$ cat config.mk
export PLATFORM = sky130hd
export DESIGN_NAME = bingo_judge_n
export DESIGN_NICKNAME = d
export VERILOG_FILES = /design/src/rtl/bingo_pkg.sv /design/src/rtl/bingo_card_mem.sv /design/src/rtl/bingo_judge_n.sv
export SDC_FILE = /design/constraint.sdc
export NUM_CORES = 1
export LEC_CHECK = 0
export BUFFER_PORTS_ARGS = -buffer_cell sky130_fd_sc_hd__buf_4
export CAP_MARGIN = 25
export CORE_ASPECT_RATIO = 1.1
export CORE_UTILIZATION = 58
export CTS_CLUSTER_SIZE = 28
export DETAILED_ROUTE_END_ITERATION = 12
export PLACE_DENSITY = 0.87
export SETUP_SLACK_MARGIN = 0.1
export SLEW_MARGIN = 10
export SYNTH_ARGS = -nofsm -noshare
export SYNTH_HDL_FRONTEND = slang
export SYNTH_SLANG_ARGS = --single-unit
$ cat constraint.sdc
create_clock -name clk -period 3.2 [get_ports clk]
set_input_delay 0.32 -clock clk [delete_from_list [all_inputs] [get_ports clk]]
set_output_delay 0.32 -clock clk [all_outputs]
set_load 0.05 [all_outputs]
$ cat src/rtl/bingo_pkg.sv
// Shared types and width helpers for the BinGo judge.
// Latency: n/a; backpressure: n/a (declarations only).
package bingo_pkg;

    typedef enum logic [2:0] {
        FILL,
        ARMED,
        IDLE,
        SCAN,
        CHECK,
        DONE
    } state_t;

    localparam int DEF_PLAYERS   = 2;
    localparam int DEF_CARD_SIZE = 8;

    function automatic int num_entries(input int players, input int card_size);
        return players * card_size;
    endfunction

    function automatic int idx_w(input int n);
        return (n > 1) ? $clog2(n) : 1;
    endfunction

    function automatic int score_w(input int card_size);
        return $clog2(card_size + 1);
    endfunction

    function automatic int winner_w(input int players);
        return idx_w(players);
    endfunction

    localparam int NUM_ENTRIES = num_entries(DEF_PLAYERS, DEF_CARD_SIZE);

endpackage

$ cat src/rtl/bingo_card_mem.sv
// Card number storage: one write port for loading, one combinational read port for scanning.
// Latency: write lands on the next edge, read is same-cycle; backpressure: none (caller gates we).
module bingo_card_mem
    import bingo_pkg::*;
#(
    parameter int DEPTH = NUM_ENTRIES,
    parameter int NUM_W = 8
) (
    input  logic                      clk,
    input  logic                      we,
    input  logic [idx_w(DEPTH)-1:0]   waddr,
    input  logic [NUM_W-1:0]          wdata,
    input  logic [idx_w(DEPTH)-1:0]   raddr,
    output logic [NUM_W-1:0]          rdata
);

    logic [NUM_W-1:0] mem [DEPTH];

    // No reset: contents are meaningless until the card is loaded.
    always_ff @(posedge clk) begin
        if (we) begin
            mem[waddr] <= wdata;
        end
    end

    assign rdata = mem[raddr];

endmodule

$ cat src/rtl/bingo_judge_n.sv
// BinGo judge: loads PLAYERS cards, scans each draw against every entry, scores and declares winner/tie.
// Latency: next -> hit/busy low in N+2 cycles; backpressure: load_ready only in FILL, next dropped unless IDLE.
module bingo_judge_n
    import bingo_pkg::*;
#(
    parameter int PLAYERS   = DEF_PLAYERS,
    parameter int CARD_SIZE = DEF_CARD_SIZE,
    parameter int NUM_W     = 8
) (
    input  logic                                   clk,
    input  logic                                   rstn,
    input  logic                                   load_valid,
    input  logic [NUM_W-1:0]                       load_data,
    output logic                                   load_ready,
    input  logic                                   start,
    input  logic                                   next,
    input  logic [NUM_W-1:0]                       draw_number,
    output logic                                   busy,
    output logic                                   hit,
    output logic [PLAYERS*CARD_SIZE-1:0]           game_state,
    output logic [PLAYERS*score_w(CARD_SIZE)-1:0]  scores,
    output logic                                   endgame,
    output logic [winner_w(PLAYERS)-1:0]           winner,
    output logic                                   tie
);

    localparam int N  = num_entries(PLAYERS, CARD_SIZE);
    localparam int SW = score_w(CARD_SIZE);
    localparam int WW = winner_w(PLAYERS);
    localparam int AW = idx_w(N);
    localparam int PW = $clog2(N + 1);
    localparam int EW = idx_w(CARD_SIZE);

    state_t           state;
    logic [PW-1:0]    ptr;
    logic [AW-1:0]    scan_idx;
    logic [EW-1:0]    scan_ent;
    logic [WW-1:0]    scan_pl;
    logic [NUM_W-1:0] draw_q;
    logic             turn_hit;
    logic [N-1:0]     match_q;
    logic [SW-1:0]    score_q [PLAYERS];
    logic [NUM_W-1:0] rd_data;
    logic             mem_we;
    logic             any_done;
    logic             multi_done;
    logic [WW-1:0]    first_done;

    assign load_ready = (state == FILL);
    assign mem_we     = load_valid && load_ready;
    assign game_state = match_q;

    bingo_card_mem #(
        .DEPTH (N),
        .NUM_W (NUM_W)
    ) u_mem (
        .clk   (clk),
        .we    (mem_we),
        .waddr (ptr[AW-1:0]),
        .wdata (load_data),
        .raddr (scan_idx),
        .rdata (rd_data)
    );

    always_comb begin
        scores = '0;
        for (int p = 0; p < PLAYERS; p++) begin
            scores[p*SW +: SW] = score_q[p];
        end
    end

    // Lowest-index completed player wins; a second completion marks a tie.
    always_comb begin
        any_done   = 1'b0;
        multi_done = 1'b0;
        first_done = '0;
        for (int p = 0; p < PLAYERS; p++) begin
            if (score_q[p] == SW'(CARD_SIZE)) begin
                if (any_done) begin
                    multi_done = 1'b1;
                end else begin
                    first_done = WW'(p);
                end
                any_done = 1'b1;
            end
        end
    end

    always_ff @(posedge clk or negedge rstn) begin
        if (!rstn) begin
            state    <= FILL;
            ptr      <= '0;
            scan_idx <= '0;
            scan_ent <= '0;
            scan_pl  <= '0;
            draw_q   <= '0;
            turn_hit <= 1'b0;
            match_q  <= '0;
            busy     <= 1'b0;
            hit      <= 1'b0;
            endgame  <= 1'b0;
            winner   <= '0;
            tie      <= 1'b0;
            for (int p = 0; p < PLAYERS; p++) begin
                score_q[p] <= '0;
            end
        end else begin
            hit <= 1'b0;
            case (state)
                FILL: begin
                    if (load_valid) begin
                        ptr <= ptr + PW'(1);
                        if (ptr == PW'(N - 1)) begin
                            state <= ARMED;
                        end
                    end
                end
                ARMED: begin
                    if (start) begin
                        state <= IDLE;
                    end
                end
                IDLE: begin
                    if (next) begin
                        draw_q   <= draw_number;
                        scan_idx <= '0;
                        scan_ent <= '0;
                        scan_pl  <= '0;
                        turn_hit <= 1'b0;
                        busy     <= 1'b1;
                        state    <= SCAN;
                    end
                end
                SCAN: begin
                    // Match bits, not value zeroing, mark struck entries so 00 stays a legal number.
                    if (rd_data == draw_q && !match_q[scan_idx]) begin
                        match_q[scan_idx] <= 1'b1;
                        score_q[scan_pl]  <= score_q[scan_pl] + SW'(1);
                        turn_hit          <= 1'b1;
                    end
                    if (scan_idx == AW'(N - 1)) begin
                        state <= CHECK;
                    end else begin
                        scan_idx <= scan_idx + AW'(1);
                        if (scan_ent == EW'(CARD_SIZE - 1)) begin
                            scan_ent <= '0;
                            scan_pl  <= scan_pl + WW'(1);
                        end else begin
                            scan_ent <= scan_ent + EW'(1);
                        end
                    end
                end
                CHECK: begin
                    busy <= 1'b0;
                    hit  <= turn_hit;
                    if (any_done) begin
                        endgame <= 1'b1;
                        winner  <= first_done;
                        tie     <= multi_done;
                        state   <= DONE;
                    end else begin
                        state <= IDLE;
                    end
                end
                DONE: begin
                end
                default: state <= FILL;
            endcase
        end
    end

endmodule

# Word-level counts from Yosys, hierarchy flattened
# Memory sizes are Yosys's and may differ from the RTL's.
# Cells that the tools add are included.
[word_totals]
regBits = 54
mem_bits_rw = 128
inputBits = 21
output_inout_bits = 30
elab_cells = 105
memories = 1
[mem_list]
columns = ["name", "depth", "width", "read_ports", "rd_clocked_by_memory_dff", "wr", "line_no", "text"]
rows = [
  ["u_mem.mem", 16, 8, 1, 0, 1, "bingo_card_mem.sv:17", "logic [NUM_W-1:0] mem [DEPTH];"],
]
[op_classes]
add_sub_neg = 5
order_cmp = 4
n_eq_ne = 19
n_mux = 41
n_bitwise = 3
n_reduce_logical = 17
[op_table]
columns = ["op", "count"]
rows = [
  ["3-bit 2-to-1 mux", 9],
  ["4-bit 2-to-1 mux", 6],
  ["3-bit one-hot mux with 6 select lines", 1],
  ["1-bit 2-to-1 mux", 16],
  ["16-bit bitwise OR", 1],
  ["2-bit != test, second input constant", 7],
  ["4-bit equality test, second input constant", 3],
  ["2-bit AND reduction", 5],
  ["3-bit equality test, second input constant", 3],
  ["4-bit by 1-bit adder with 4-bit output, second input constant", 2],
  ["8-bit bitwise mux", 1],
  ["8-bit equality test", 1],
  ["4-bit one-hot mux with 2 select lines", 1],
  ["3-bit by 2-bit equality test with 1-bit output, second input constant", 2],
  ["1-bit one-hot mux with 2 select lines", 3],
  ["3-bit one-hot mux with 2 select lines", 1],
  ["3-bit AND reduction", 2],
  ["6-bit AND reduction", 1],
  ["5-bit by 1-bit adder with 5-bit output, second input constant", 1],
  ["5-bit by 4-bit equality test with 1-bit output, second input constant", 1],
  ["4-bit by 5-bit less-than comparator with 1-bit output, second input constant", 1],
  ["1-bit binary-select mux with 4-bit select", 1],
  ["1-bit demux with 4-bit select", 1],
  ["4-bit demux with 1-bit select", 1],
  ["other kinds (14)", 18],
]

# Logic depth before layout (Yosys ltp)
# Gate-level depths: netlist of the first run.
[depth]
word_depth = 6
depth_mapped = 11
depth_no_buf = 8

# Cells and area by module
# From an unflattened synthesis of the first run, not the netlist that was laid out.
[hier_totals]
hier_cells = 451
area_unflattened_um2 = 7692.4
[by_module_without_submodules]
columns = ["mod", "instances", "cells_each", "area_per_inst_um2", "seq_area_each_um2"]
rows = [
  ["bingo_card_mem", 1, 221, 4987.3, 3843.7],
  ["bingo_judge_n", 1, 230, 2705.1, 1351.3],
]

# Worst setup path before layout of the first run
# No wires, ideal clock.
[synth_timing]
path_type = "register -> register"
start = "register state[0]"
end = "memory u_mem.mem[11][0] (enable)"
setup_time_ps = 385
t_arrival_ps = 2847
t_required_ps = 2815
path_slack_ps = -32
stages_incl_launch_ff = 6
path_buffers = 1
period_less_slack_ps = 3232
cell_sequence = "dfrtp_1 clkbuf_1 nor3_1 and2_1 nand2_1 nor3b_1"
[synth_via]
elab_chain_len = 4
[synth_lines]
columns = ["element", "line_no", "text"]
rows = [
  ["start: declaration", "bingo_judge_n.sv:34", "state_t state;"],
  ["start signal: assignment", "bingo_judge_n.sv:91", "state <= FILL;"],
  ["start signal: assignment", "bingo_judge_n.sv:114", "state <= ARMED;"],
  ["start signal: assignment", "bingo_judge_n.sv:120", "state <= IDLE;"],
  ["3-bit logical NOT", "bingo_judge_n.sv:49", "assign load_ready = (state == FILL);"],
  ["via load_ready", "bingo_judge_n.sv:14", "output logic load_ready,"],
  ["1-bit logical AND", "bingo_judge_n.sv:50", "assign mem_we = load_valid && load_ready;"],
  ["1-bit 2-to-1 mux", "bingo_card_mem.sv:21", "if (we) begin"],
  ["1-bit 2-to-1 mux (not written as such)", "bingo_card_mem.sv:22", "mem[waddr] <= wdata;"],
  ["end: declaration", "bingo_card_mem.sv:17", ""],
]
# The timed path passes the listed nets, and every way through them passes these cells.

# Worst setup path after layout of the first run
[layout_timing]
start = "register scan_idx[1]"
end = "register score_q (netlist bit scores[1])"
[layout_via]
elab_chain_len = 5
elab_cells_between_ends = 7
classes_between = "eq/ne: 1; mux: 2; reduce/logical: 3; memory: 1"
[layout_lines]
columns = ["element", "line_no", "text"]
rows = [
  ["start: declaration", "bingo_judge_n.sv:36", "logic [AW-1:0] scan_idx;"],
  ["start signal: assignment", "bingo_judge_n.sv:144", "scan_idx <= scan_idx + AW'(1);"],
  ["branches (longest 3 deep; another with memory 16 x 8 bit)", "n/a", ""],
  ["1-bit logical AND *", "bingo_judge_n.sv:136", "if (rd_data == draw_q && !match_q[scan_idx]) begin"],
  ["2-bit AND reduction (no source line) *", "n/a", ""],
  ["end signal: indexed assignment", "bingo_judge_n.sv:138", "score_q[scan_pl] <= score_q[scan_pl] + SW'(1);"],
  ["end: declaration", "bingo_judge_n.sv:42", "logic [SW-1:0] score_q [PLAYERS];"],
]
# Every way passes the cells marked *. The select of a mux whose other input is x is not followed.
# A chain may end at the register's enable or synchronous reset.

==> flow_summary_export.csv, run 1 <==
group,metric,value,unit
outcome,status,"completed",
worst_setup_path,worstRegToRegCells,9,
routing,drc,0,
die,initial_utilization,59.7,%
synthesis,netlist.area_leader.share,48.5,%
place,placed_cell_area,8550,um^2
synthesis,syn-num-nets,539,
sta,fin_crit_sh,95.2,%
sta,hold_slack,112,ps
place,place_congestion,0.988,
grt,grt_pass1_vias,5072,
sta,rsz0062_at_grt,"true",
power_and_ir_drop,p_per_area,818,nW/um^2
cells_and_area,area_growth_syn_to_layout,16.8,%
die,core_area,13300,um^2
synthesis,ys_ff_latch,182,
routing,wire_per_inst,24.4,um
synthesis,ys_types,68,
sta,report.final.slew_viol_count,0,
worst_setup_path,critPathCaptureType,"flop",
worst_setup_path,critical_path.cell_chain,"buf_4 > mux4_2 > nor2_1 > nor3_1 > nor3b_1 > o2111ai_2 > buf_4 > nor4_4 > mux2_1",
worst_setup_path,cp-start-kind,"flop",
clocking,clockBufferDepth,2,
synthesis,ys_seq_area_share,65.6,%
sta,max-slew-margin-rel,42.8,%
cells_and_area,insertedDiodeCount,0,
grt,grt_max_degree,55,
routing,drt-total-wl,19.1,mm
routing,firstDrtPassIters,5,
worst_setup_path,reg2reg_to,"scores[1]",
sta,tightest_slew,854,ps
grt,gr-total-overflow,0,
synthesis,netlist_instances,506,
clocking,cts_made_buffers,17,
power_and_ir_drop,p_leak,3.54,nW
sta,skew,9.21,ps
routing,viasPerCell,6.39,
die,die_y,125,um
sta,final.setup.tns,0,ps
hold_path,hold_start,"draw_number[1]",
synthesis,yosysTopAreaCell,"edfxtp_1",
sta,setup_violations,0,
grt,grt_antenna_before_repair,0,
synthesis,synth_flop_cell,"edfxtp_1",
worst_setup_path,critPathSlowestCell,"mux4_2",
die,std_cell_rows,44,
place,hpwlAfterDp,12.6,mm
synthesis,avgSynthCellArea,15.6,um^2
hold_path,hold_class,"input pin to flop",
worst_setup_path,critPathBufInv,2,
worst_setup_path,reg2reg_from,"scan_idx[1]",
cells_and_area,final_cell_mix,"edfxtp_1, buf_4, dfrtp_1",
worst_setup_path,cp.arrival,3360,ps
hold_path,hold_path_end,"draw_q[1]",
routing,drt_iter0_drc,585,
power_and_ir_drop,p_total,7.56,mW
sta,finalHoldViolCount,0,
die,dieArea,14100,um^2
worst_setup_path,path_class,"flop to flop",
routing,vias,4986,
clocking,clock_latency,440,ps
grt,grt_usage,28.0,%
grt,grt_pass1_wl,28.5,mm
synthesis,synth_edf_count,128,
clocking,clockRootBuffer,"clkbuf_16",
hold_path,whs_path_depth,2,
worst_setup_path,slowest_delay,550,ps
synthesis,yosysWarnings,0,
clocking,cts.htree.levels,4,
power_and_ir_drop,ir_worst_vdd,530,uV
synthesis,synth_area_leaders,"edfxtp_1, dfrtp_1, mux4_2",
sta,finalCriticalPeriod,3050,ps
die,die_w,113,um
worst_setup_path,cp_top_family,"multiplexers",
sta,fmax,328,MHz
synthesis,synth_async_sr_flop_share,29.7,%
worst_setup_path,cp_max_fo,10,
flow_run,maxCapViolations,0,
worst_setup_path,r2r_slack,150,ps
routing,ant_nets,0,
cells_and_area,drive_above_1_share,28.4,%
synthesis,syn-cell-area,7920,um^2
cells_and_area,layout_commonest_cell,"edfxtp_1",
clocking,cts.sinks,182,
die,num_io_pins,51,
cells_and_area,finalNetCount,616,
worst_setup_path,path_common_cell,"buf_4",
clocking,cts_tree,"yes",
worst_setup_path,cp.required,3510,ps
clocking,clkTransAtPathRegs,70,ps
cells_and_area,design_area,9250,um^2
place,io_buffers,50,
worst register-to-register path, stage by stage (launching register included):
cell and delay, ps:
dfrtp_2 540, buf_4 260, mux4_2 550, nor2_1 140, nor3_1 80, nor3b_1 350, o2111ai_2 170, buf_4 210
nor4_4 260, mux2_1 370
layout make-up:
class	count	area [um^2]
clock buffers	19	443
clock inverters	13	97.6
fillers	829	4020
inverters	11	41.3
multi-input cells	290	2590
flip-flops and latches	182	5200
well taps	184	230
repair buffers	81	643
registers in the layout (all words and copies together), names as in the netlist, 3 cells and up:
signal      cells
draw_q          8
game_state     16
ptr             5
scan_ent        3
scan_idx        4
scores          8
state           3
u_mem.mem     128
per-layer routing:
metal | wire, um | vias to the layer above | global-route usage [%]
met2 | 9710 | 290 | 44.0
met1 | 7230 | 2509 | 35.6
li1 | - | 2131 | -
met5 | 0 | - | 0
met3 | 1440 | 56 | 7.30
met4 | 680 | 0 | 15.5
synth_stat cells (6+ instances only):
library cell and n:
xor2_1 7, o22ai_1 10, ha_1 12, buf_2 8
nand2_1 22, inv_1 9, mux2_2 23, and2_1 11
dfrtp_1 54, and3_1 9, xnor2_1 10, nor3_1 8
mux2i_1 8, a31o_1 12, nor2b_1 6, clkbuf_1 7
nor4_1 7, o21ai_0 14, edfxtp_1 128, nor2_1 28
mux4_2 19, a21oi_1 8
stage by stage:
step                cells  setup slack, ps  util, %
floorplan             506              416        -
global placement      734              164     64.4
detailed placement    734            -22.0     64.4
CTS                   771              139     69.0
global route          780             28.5     69.7
finish                780              154     69.7
how the worst max path moves through the flow:
stage | cells past startpoint | startpoint | slack [ps] | to
after floorplan | 9 | scan_idx[1] | 420 | scores[1]
after global placement | 8 | scan_idx[0] | 160 | scores[5]
final | 9 | scan_idx[1] | 150 | scores[1]
after CTS | 9 | scan_idx[1] | 140 | scores[5]
after global routing | 10 | scan_idx[1] | 30 | scores[5]
after detailed placement | 7 | scan_idx[0] | -20 | scores[1]
kinds of logic after synthesis:
kind of cell	Yosys count	share of synthesized area [%]
flops	182	65.6
mux	60	12.2
fa+ha+maj	12	1.90
compound gates	81	7.87
simple gates	120	8.28
xor+xnor	17	1.88
buf+inv	34	2.26
report_power, final:
group | switching (mW) | total, mW | internal (mW)
Combinational | 1.47 | 2.57 | 1.10
Clock | 0.900 | 1.92 | 1.02
Sequential | 0.324 | 3.07 | 2.74
Total | 2.70 | 7.56 | 4.87
repair_timing:
action	CTS	global route
resized for setup	6	4
gates cloned	0	0
pin swaps	3	0
setup endpoints to repair	2	22
hold buffers	1	0
endpoints found under the hold margin	54	0
buffers inserted	4	9
No activity file was read; power rests on OpenSTA's default activity.
==> run 2: changes to the inputs <==
--- a/config.mk
+++ b/config.mk
@@ -11,9 +11,9 @@
 export CORE_UTILIZATION = 58
 export CTS_CLUSTER_SIZE = 28
 export DETAILED_ROUTE_END_ITERATION = 12
-export PLACE_DENSITY = 0.87
+export PLACE_DENSITY = 0.77
 export SETUP_SLACK_MARGIN = 0.1
-export SLEW_MARGIN = 10
+export SLEW_MARGIN = 0
 export SYNTH_ARGS = -nofsm -noshare
 export SYNTH_HDL_FRONTEND = slang
 export SYNTH_SLANG_ARGS = --single-unit
==> flow_summary_export.csv, run 2 (synthesis gave the netlist of run 1 again) <==
group,metric,value,unit
die,die_w,113,um
place,io_buffers,50,
clocking,clockRootBuffer,"clkbuf_16",
worst_setup_path,cp-start-kind,"flop",
cells_and_area,drive_above_1_share,27.1,%
worst_setup_path,r2r_slack,140,ps
die,num_io_pins,51,
sta,max-slew-margin-rel,50.0,%
worst_setup_path,path_class,"flop to flop",
cells_and_area,layout_commonest_cell,"edfxtp_1",
clocking,cts_tree,"yes",
clocking,clock_latency,430,ps
place,dp_cells,741,
worst_setup_path,cp.arrival,3370,ps
sta,hold_slack,120,ps
hold_path,hold_path_end,"draw_q[4]",
cells_and_area,area_growth_syn_to_layout,16.5,%
die,std_cell_rows,44,
grt,grt_pass1_wl,27.1,mm
power_and_ir_drop,p_total,7.55,mW
place,hpwlAfterDp,11.8,mm
routing,firstDrtPassIters,5,
cells_and_area,top_register,"u_mem.mem",
place,placed_cell_area,8610,um^2
die,die_y,125,um
outcome,status,"completed",
grt,gr-total-overflow,0,
routing,viasPerCell,6.14,
clocking,post_cts_buffers,0,
sta,skew,7.57,ps
cells_and_area,design_area,9220,um^2
grt,grt_antenna_before_repair,0,
cells_and_area,insertedDiodeCount,0,
worst_setup_path,reg2reg_to,"scores[1]",
hold_path,whs_path_depth,2,
routing,drt-total-wl,17.6,mm
sta,finalCriticalPeriod,3060,ps
place,place_congestion,0.843,
sta,report.final.slew_viol_count,0,
cells_and_area,final_cell_mix,"edfxtp_1, buf_4, dfrtp_1",
cells_and_area,finalNetCount,610,
clocking,cts_made_buffers,17,
worst_setup_path,critPathCaptureType,"flop",
grt,grt_usage,26.6,%
flow_run,maxCapViolations,0,
routing,ant_nets,0,
worst_setup_path,worstRegToRegCells,8,
clocking,clockBufferDepth,2,
sta,fin_crit_sh,95.7,%
worst_setup_path,cp.required,3510,ps
routing,drt_iter0_drc,440,
die,core_area,13300,um^2
routing,wire_per_inst,22.8,um
power_and_ir_drop,p_per_area,818,nW/um^2
power_and_ir_drop,ir_worst_vdd,443,uV
sta,final.setup.tns,0,ps
worst_setup_path,cp_max_fo,7,
sta,setup_ws,137,ps
sta,rsz0062_at_grt,"true",
grt,grt_max_degree,55,
power_and_ir_drop,p_leak,3.51,nW
sta,tightest_slew,741,ps
sta,setup_violations,0,
routing,vias,4752,
sta,fmax,326,MHz
clocking,clkTransAtPathRegs,70,ps
cells_and_area,largest_reg_flops,128,
die,initial_utilization,59.7,%
sta,finalHoldViolCount,0,
worst_setup_path,crit_start,"scan_idx[1]",
clocking,cts.htree.levels,4,
cells_and_area,fin_util,69.5,%
worst_setup_path,reg2reg_from,"scan_idx[1]",
grt,grt_pass1_vias,4900,
routing,drc,0,
place,dp_slack,97.0,ps
clocking,cts.sinks,182,
die,dieArea,14100,um^2
hold_path,hold_start,"draw_number[4]",
cells_and_area,fin_cells,774,
hold_path,hold_class,"input pin to flop",
## run 2: cell types whose count changed in the layout (fill, tap and decap cells not counted), sizes merged
cell	before	now
buf	80	74
bufinv	0	2
clkinvlp	2	3
inv	14	11
## run 2: repair_timing
action / 4_1_cts / 5_1_grt
pin swaps: 1 / 0
resized for setup: 3 / 1
endpoints found under the setup margin: 2 / 3
hold endpoints to repair: 54 / 0
hold buffers: 1 / 0
## run 2: area by class of cell
class                   instances  area, um^2
repair buffers                 75         607
well taps                     184         230
multi-input cells             290        2560
clock buffers                  19         453
clock inverters                13         130
inverters                      11        41.3
flip-flops and latches        182        5200
fillers                       854        4050
## run 2: metal layers
| metal | vias up | track usage (%) | wire (um) |
|---|---|---|---|
| li1 | 2123 | - | - |
| met1 | 2400 | 33.0 | 6970 |
| met2 | 193 | 44.6 | 9140 |
| met3 | 36 | 5.55 | 1010 |
| met4 | 0 | 13.1 | 508 |
| met5 | - | 0 | 0 |
## run 2: worst max-delay path by stage
stage                           end  slack, ps  cells after the start
after CTS                 scores[5]        120                      8
final                     scores[1]        140                      8
after detailed placement  scores[5]        100                      8
after global routing      scores[1]        -30                      8
after floorplan           scores[1]        420                      9
after global placement    scores[5]        180                      8
## run 2: where the power goes
group / total, mW / internal (mW) / switching [mW]
Combinational: 2.48 / 1.04 / 1.44
Sequential: 3.01 / 2.74 / 0.272
Clock: 2.05 / 1.18 / 0.866
## run 2: critical path, cell delays in order (launching register included)
cell and delay [ps]:
dfrtp_2 470, buf_4 210, mux2i_1 310, xor2_1 180, a31oi_1 110, o21ai_0 600
o2111ai_2 320, nor4_2 370, mux2_1 370
==> run 3: changes to the inputs <==
--- a/config.mk
+++ b/config.mk
@@ -7,11 +7,12 @@
 export LEC_CHECK = 0
 export BUFFER_PORTS_ARGS = -buffer_cell sky130_fd_sc_hd__buf_4
 export CAP_MARGIN = 25
-export CORE_ASPECT_RATIO = 1.1
 export CORE_UTILIZATION = 58
 export CTS_CLUSTER_SIZE = 28
 export DETAILED_ROUTE_END_ITERATION = 12
+export GPL_ROUTABILITY_DRIVEN = 0
 export PLACE_DENSITY = 0.77
+export RECOVER_POWER = 100
 export SETUP_SLACK_MARGIN = 0.1
 export SLEW_MARGIN = 0
 export SYNTH_ARGS = -nofsm -noshare
==> flow_summary_export.csv, run 3 (synthesis gave the netlist of run 1 again) <==
group,metric,value,unit
cells_and_area,final_cell_mix,"edfxtp_1, dfrtp_1, clkbuf_1",
routing,vias,4957,
routing,drt_iter0_drc,517,
hold_path,hold_start,"draw_number[1]",
clocking,clkTransAtPathRegs,70,ps
clocking,cts_made_buffers,17,
sta,fin_crit_sh,94.4,%
worst_setup_path,cp.arrival,3320,ps
die,std_cell_rows,42,
cells_and_area,area_growth_syn_to_layout,15.5,%
grt,grt_pass1_wl,27.6,mm
grt,grt_max_degree,55,
cells_and_area,fin_util,68.8,%
routing,drt-total-wl,18.4,mm
cells_and_area,largest_reg_flops,128,
grt,grt_pass1_vias,4817,
power_and_ir_drop,p_seq_share,39.8,%
clocking,clockBufferDepth,2,
worst_setup_path,reg2reg_to,"scores[2]",
power_and_ir_drop,clkPwrFrac,27.0,%
cells_and_area,finalNetCount,618,
worst_setup_path,critPathCaptureType,"flop",
routing,firstDrtPassIters,6,
sta,hold_slack,116,ps
worst_setup_path,cp.required,3500,ps
sta,rsz0062_at_grt,"false",
sta,tightest_slew,1340,ps
grt,grt_antenna_before_repair,0,
grt,gr-total-overflow,0,
sta,skew,5.96,ps
routing,viasPerCell,6.40,
place,io_buffers,50,
power_and_ir_drop,p_sw,2.76,mW
outcome,status,"completed",
routing,wire_per_inst,23.8,um
cells_and_area,fin_cells,774,
cells_and_area,insertedDiodeCount,0,
place,dp_cells,733,
clocking,cts.htree.levels,4,
die,die_w,119,um
routing,drc,0,
die,die_y,119,um
worst_setup_path,path_class,"flop to flop",
grt,grt_usage,27.0,%
worst_setup_path,worstRegToRegCells,8,
cells_and_area,layout_commonest_cell,"edfxtp_1",
die,core_area,13300,um^2
clocking,cts.sinks,182,
place,hpwlAfterDp,12.2,mm
clocking,clock_latency,440,ps
die,initial_utilization,59.6,%
clocking,cts_tree,"yes",
sta,max-slew-margin-rel,10.8,%
power_and_ir_drop,p_per_area,842,nW/um^2
power_and_ir_drop,ir_worst_vdd,436,uV
worst_setup_path,r2r_slack,180,ps
die,dieArea,14100,um^2
cells_and_area,top_register,"u_mem.mem",
die,num_io_pins,51,
sta,report.final.slew_viol_count,0,
worst_setup_path,cp-start-kind,"flop",
sta,final.setup.tns,0,ps
hold_path,hold_class,"input pin to flop",
sta,setup_violations,0,
flow_run,maxCapViolations,0,
hold_path,hold_path_end,"draw_q[1]",
power_and_ir_drop,power_frac_comb,33.2,%
worst_setup_path,cp_max_fo,6,
power_and_ir_drop,p_leak,3.38,nW
power_and_ir_drop,swShare,35.9,%
clocking,clockRootBuffer,"clkbuf_16",
sta,finalCriticalPeriod,3020,ps
hold_path,whs_path_depth,2,
power_and_ir_drop,p_int,4.94,mW
sta,finalHoldViolCount,0,
worst_setup_path,reg2reg_from,"scan_idx[1]",
routing,ant_nets,0,
cells_and_area,drive_above_1_share,21.7,%
sta,fmax,331,MHz
[run 3: changes by cell type in the layout (fill, tap and decap cells not counted), moves of 3 or more]
cell      delta
inv_8        +4
clkbuf_1    +42
buf_4       -33
inv_6        +3
and2_1       -8
and2_0       +8
[run 3: cell type report]
| cell class | instances | area, um^2 |
|---|---|---|
| Clock buffer | 17 | 425 |
| Clock inverter | 15 | 159 |
| Fill cell | 909 | 4150 |
| Inverter | 11 | 41.3 |
| Multi-Input combinational cell | 290 | 2620 |
| Sequential cell | 182 | 5200 |
| Tap cell | 176 | 220 |
| Timing Repair Buffer | 83 | 475 |
[run 3: worst max-delay path by stage]
stage	slack, ps	to	start	cells after the start
4_1_cts	110	scores[5]	scan_idx[1]	9
2_1_floorplan	420	scores[1]	scan_idx[1]	9
3_5_place_dp	30	scores[5]	scan_idx[1]	7
3_3_place_gp	190	scores[1]	scan_idx[1]	8
5_1_grt	60	scores[7]	scan_idx[1]	8
6_report	180	scores[2]	scan_idx[1]	8
[run 3: repair_timing]
action | 4_1_cts | 5_1_grt
resized for setup | 4 | 11
hold buffers | 1 | 0
pin swaps | 0 | 3
buffers inserted | 3 | 5
hold endpoints to repair | 54 | 0
setup endpoints to repair | 2 | 5
[run 3: power groups by stage]
stage	Clock, mW	Sequential (mW)	Combinational [mW]
3_5_place_dp	0	3.10	2.28
6_report	2.08	3.06	2.56
3_3_place_gp	0	3.09	2.23
5_1_grt	2.17	3.09	2.73
2_1_floorplan	0	2.95	1.76
4_1_cts	2.08	3.05	2.36
[run 3: per-stage QoR]
| step | setup slack, ps | area, um^2 | power (mW) |
|---|---|---|---|
| 3_5_place_dp | 28.1 | 8580 | 5.38 |
| 4_1_cts | 106 | 9210 | 7.49 |
| 2_1_floorplan | 416 | 7920 | 4.71 |
| 3_3_place_gp | 194 | 8580 | 5.31 |
| 5_1_grt | 55.7 | 9140 | 7.98 |
| 6_report | 178 | 9140 | 7.70 |
[run 3: worst max-delay path, cell delays in order, from the launching register on]
cell and delay (ps):
dfrtp_2 470, buf_4 160, mux4_1 600, mux2i_4 230, nor3_2 80, a2111oi_4 440, o2111ai_4 290, nor4_1 490
xor2_1 120
[run 3: routing by layer]
layer | vias to the layer above | wire length, um | track usage, %
li1 | 2135 | - | -
met1 | 2536 | 7590 | 36.3
met2 | 231 | 8970 | 43.1
met3 | 55 | 1240 | 6.37
met4 | 0 | 605 | 10.8
met5 | - | 0 | 0
